**src/rtl/shift_deserializer.sv**
```systemverilog
// Serial-to-parallel receiver: assembles WIDTH serial bits (each placed
// according to its own direction strobe) into a word, then hands the word
// to a one-entry holding register with a valid/ready handshake. A word
// that completes while the holding register is full and not being
// consumed is dropped, and the drop is recorded on a sticky overrun flag.

module shift_deserializer #(
    parameter int WIDTH = 4
) (
    input  logic                     clk_in,
    input  logic                     rst_in,
    input  logic                     seq_in,
    input  logic                     shift_r,
    input  logic                     shift_l,
    input  logic                     frame_clr_in,
    input  logic                     ready_in,
    output logic [WIDTH-1:0]         parallel_out,
    output logic                     valid_out,
    output logic                     overrun_out,
    output logic [$clog2(WIDTH)-1:0] bit_count_out
);

    localparam int CW = $clog2(WIDTH);
    localparam logic [CW-1:0] LAST_BIT = CW'(WIDTH - 1);

    logic [WIDTH-1:0] asm_q;
    logic [WIDTH-1:0] shifted;
    logic [CW-1:0]    cnt_q;
    logic             strobe;
    logic             last_bit;
    logic             word_done;
    logic             take;
    logic             can_load;

    assign strobe    = shift_r | shift_l;
    assign last_bit  = (cnt_q == LAST_BIT);
    // An abort on the same edge swallows the strobe, so no word can complete.
    assign word_done = strobe & last_bit & ~frame_clr_in;
    assign take      = valid_out & ready_in;
    // The holding register can accept a word if it is empty or is being
    // emptied on this very edge.
    assign can_load  = ~valid_out | take;

    // Next assembly value: shift_r (LSB-first) wins when both strobes are high.
    always_comb begin
        // NOTE: default first so every path assigns shifted and no latch is inferred.
        shifted = asm_q;
        if (shift_r) begin
            shifted = {seq_in, asm_q[WIDTH-1:1]};
        end else if (shift_l) begin
            shifted = {asm_q[WIDTH-2:0], seq_in};
        end
    end

    // Assembly register and bit counter; both restart after a completed word.
    always_ff @(posedge clk_in or posedge rst_in) begin
        if (rst_in) begin
            // NOTE: sequential state uses non-blocking assignments only.
            asm_q <= '0;
            cnt_q <= '0;
        end else if (frame_clr_in) begin
            asm_q <= '0;
            cnt_q <= '0;
        end else if (strobe) begin
            if (last_bit) begin
                asm_q <= '0;
                cnt_q <= '0;
            end else begin
                asm_q <= shifted;
                cnt_q <= cnt_q + CW'(1);
            end
        end
    end

    // Holding register and valid flag; the held word is kept after a transfer.
    always_ff @(posedge clk_in or posedge rst_in) begin
        if (rst_in) begin
            parallel_out <= '0;
            valid_out    <= 1'b0;
        end else if (word_done && can_load) begin
            parallel_out <= shifted;
            valid_out    <= 1'b1;
        end else if (take) begin
            valid_out    <= 1'b0;
        end
    end

    // Sticky overrun: set when a completed word is dropped, cleared by abort.
    always_ff @(posedge clk_in or posedge rst_in) begin
        if (rst_in) begin
            overrun_out <= 1'b0;
        end else if (frame_clr_in) begin
            overrun_out <= 1'b0;
        end else if (word_done && !can_load) begin
            overrun_out <= 1'b1;
        end
    end

    assign bit_count_out = cnt_q;

endmodule

```
**config.mk**
```make
export PLATFORM = sky130hd
export DESIGN_NAME = shift_deserializer
export DESIGN_NICKNAME = d
export VERILOG_FILES = /design/src/rtl/shift_deserializer.sv
export SDC_FILE = /design/constraint.sdc
export NUM_CORES = 1
export LEC_CHECK = 0
export CAP_MARGIN = 10
export CORE_MARGIN = 2
export CORE_UTILIZATION = 45
export CTS_CLUSTER_SIZE = 10
export DETAILED_ROUTE_END_ITERATION = 12
export GPL_TIMING_DRIVEN = 1
export PLACE_DENSITY = 0.82
export SLEW_MARGIN = 20
export SYNTH_ARGS = -nofsm -noshare
export SYNTH_HDL_FRONTEND = slang
export SYNTH_SLANG_ARGS = --single-unit
```
**constraint.sdc**
```tcl
create_clock -name clk_in -period 1.6 [get_ports clk_in]
set_input_delay 0.32 -clock clk_in [delete_from_list [all_inputs] [get_ports clk_in]]
set_output_delay 0.32 -clock clk_in [all_outputs]
set_load 0.02 [all_outputs]
```
==> results of run 1 <==
[registers in the layout (all words and copies together) (netlist names)]
signal	flops
valid_out	1
bit_count_out	2
parallel_out	4
overrun_out	1
asm_q	4
[area by class of cell]
class / count / area [µm²] / area share
clock buffers: 4 / 36.3 / 0.0406
flip-flops and latches: 12 / 300 / 0.336
multi-input cells: 44 / 305 / 0.342
repair buffers: 23 / 214 / 0.239
inverters: 5 / 18.8 / 0.0210
well taps: 15 / 18.8 / 0.0210
[final timing paths]
kind / start / to / slack (ns) / cells after the start
worst max register to register: bit_count_out[0]$_DFFE_PP0P_ / parallel_out[1]$_DFFE_PP0P_ / 0.16 / 4
worst max-delay path: parallel_out[1]$_DFFE_PP0P_ / parallel_out[1] / 0.05 / 1
min in group clk_in: parallel_out[2]$_DFFE_PP0P_ / parallel_out[2]$_DFFE_PP0P_ / 0.49 / 1
worst min-delay path: rst_in / overrun_out$_DFFE_PP0P_ / 0.36 / 2
max in group asynchronous: rst_in / asm_q[2]$_DFFE_PP0P_ / 0.91 / 2
worst min register to register: parallel_out[2]$_DFFE_PP0P_ / parallel_out[2]$_DFFE_PP0P_ / 0.49 / 1
[layer usage]
metal	vias up	part of all wire	global-route usage	routed length [µm]
met1	255	0.47	0.243	665
met4	0	0.012	0.0968	17
li1	287	-	-	-
met2	12	0.48	0.284	681
met3	2	0.035	0.0261	50
met5	-	0	0	0
[report_power, final]
group          leakage (nW)  switching, W  internal [W]
Sequential            0.161     0.0000249      0.000343
Clock                0.0210      0.000106      0.000138
Combinational         0.264      0.000113      0.000126
Total                 0.446      0.000244      0.000607
[logic make-up (layout without fill, tap and decap cells)]
logic type               count (synthesis)  in the layout  share of synthesized area
buffers and inverters                    8             32                     0.0547
adder cells (fa/ha/maj)                  1              1                     0.0195
AND/OR/NAND/NOR                         17             17                      0.160
flip-flops                              12             12                      0.469
AO/OA/AOI/OAI                           26             26                      0.297
[layout by cell type, fill, tap and decap left out, types with 2 or more instances in the layout]
cell / instances
a211o_1: 2
a211o_2: 2
a21oi_1: 9
a32o_1: 4
buf_4: 9
clkbuf_4: 3
clkdlybuf4s50_1: 10
dfrtp_1: 12
dlymetal6s2s_1: 3
inv_1: 5
nand2_1: 2
nor2_1: 3
nor2b_1: 5
o21ai_0: 3
o32ai_1: 3
[per-stage QoR]
step	setup WS, ns	cells	util	instance area (µm²)
2_1_floorplan	0.113	64	-	641
3_3_place_gp	-0.0862	99	0.646	851
3_5_place_dp	-0.117	99	0.646	851
4_1_cts	0.00592	103	0.672	886
5_1_grt	0.00980	103	0.678	893
6_report	0.0481	103	0.678	893
[what timing repair did]
action                                  CTS  global route
endpoints found under the hold margin     0             0
gates resized for setup                   1             3
setup buffers                             0             0
endpoints found under the setup margin    1             3
==> results.sh, run 1 <==
export IMPL_start_kind="flop"
export IMPL_num_rows=13
export IMPL_h_tree_depth=1
export IMPL_initial_core_util=0.486
export IMPL_total_power_w=0.000850
export IMPL_tns_ns=0
export IMPL_postSynthAreaPerCell_um2=10.0
export IMPL_clk_latency_ns=0.27
export IMPL_cts_tree="yes"
export IMPL_fmax_mhz=644
export IMPL_grt_setup_unrepaired="no"
export IMPL_synth_edff_count=0
export IMPL_ant_nets=0
export IMPL_gr_total_overflow=0
export IMPL_io_pins=15
export IMPL_crit_path_cell_trace="clkdlybuf4s50_1"
export IMPL_maxCapViolations=0
export IMPL_crit_required_ns=1.28
export IMPL_finalHoldViolCount=0
export IMPL_grt_pass1_wl_um=2440
export IMPL_die_w_um=41.7
export IMPL_drv_slew=0
export IMPL_wl_per_cell_um=13.7
export IMPL_p_per_area_nw_per_um2=952
export IMPL_max_stage_delay_ns=0.60
export IMPL_drc_errors=0
export IMPL_p_leak_nw=0.446
export IMPL_diodes=0
export IMPL_grt_max_degree=15
export IMPL_hpwlAfterDp_um=1030
export IMPL_port_buffers=14
export IMPL_finClkSkew_ns=0.000647
export IMPL_syn_nets=72
export IMPL_ys_warnings_count=0
export IMPL_worstPathMaxFanout=2
export IMPL_cts_sinks=12
export IMPL_viasPerCell=5.40
export IMPL_ys_seq_elements=12
export IMPL_worstMarginPinSlew_ns=0.486
export IMPL_die_area_um2=1740
export IMPL_worst_path_max_delay_cell="clkdlybuf4s50_1"
export IMPL_cts_buffer_depth=2
export IMPL_nets=97
export IMPL_die_h_um=41.7
export IMPL_grt_pass1_vias=574
export IMPL_antenna_found_initial=0
export IMPL_clkTransAtPathRegs_ns=0.08
export IMPL_cp_top_family="buffers and inverters"
export IMPL_syn_inst=64
export IMPL_cts_root_buffer="clkbuf_4"
export IMPL_yosysTopAreaCellShare=0.469
export IMPL_finalCriticalPeriod_ns=1.55
export IMPL_layout_drive_gt1_share=0.216
export IMPL_peakVddDrop_v=0.000659
export IMPL_setup_viol=0
export IMPL_yosys_top_cells_count="dfrtp_1 (12), a21oi_1 (9), inv_1 (5), nor2b_1 (5), a32o_1 (4)"
export IMPL_area_growth_pct=39.5
export IMPL_arrival_ns=1.23
export IMPL_core_area_um2=1320
export IMPL_ys_seq_area_frac=0.469
export IMPL_synth_main_ff_cell="dfrtp_1"
export IMPL_status="finished clean"
export IMPL_wirelength_um=1420
export IMPL_endpoint_kind="output pin"
export IMPL_synth_cell_types=25
export IMPL_synth_area_um2=641
export IMPL_grt_total_usage=0.182
export IMPL_max_slew_margin=0.676
export IMPL_dr_total_vias=556
export IMPL_hold_path_class="primary input to asynchronous set/reset pin"
export IMPL_fillers=96
export IMPL_gp_congestion=0.799
export IMPL_cts_hold_buf=0
export IMPL_numCtsBuffers=3
export IMPL_holdWs_ns=0.360
export IMPL_yosys_top_cells_area="dfrtp_1 (47%), a21oi_1 (7.0%), a32o_1 (6.3%), nor2b_1 (4.9%), o32ai_1 (4.1%)"
export IMPL_synth_most_common_cell="dfrtp_1"
export IMPL_crit_buf_inv=1
export IMPL_first_iter_violations=5
export IMPL_synth_async_reset_ratio=1.00
export IMPL_post_route_period_util=0.970
export IMPL_dr_pass1_iters=4
export IMPL_yosysTopAreaCell="dfrtp_1"
export IMPL_crit_type="flop to output pin"
Note: power is estimated with default switching activity, not from simulation.
==> run 2: changes to the inputs <==
- SLEW_MARGIN: 20 -> 5
==> results of run 2 <==
No change in the layout: final DEF, timing and power equal those of run 1.
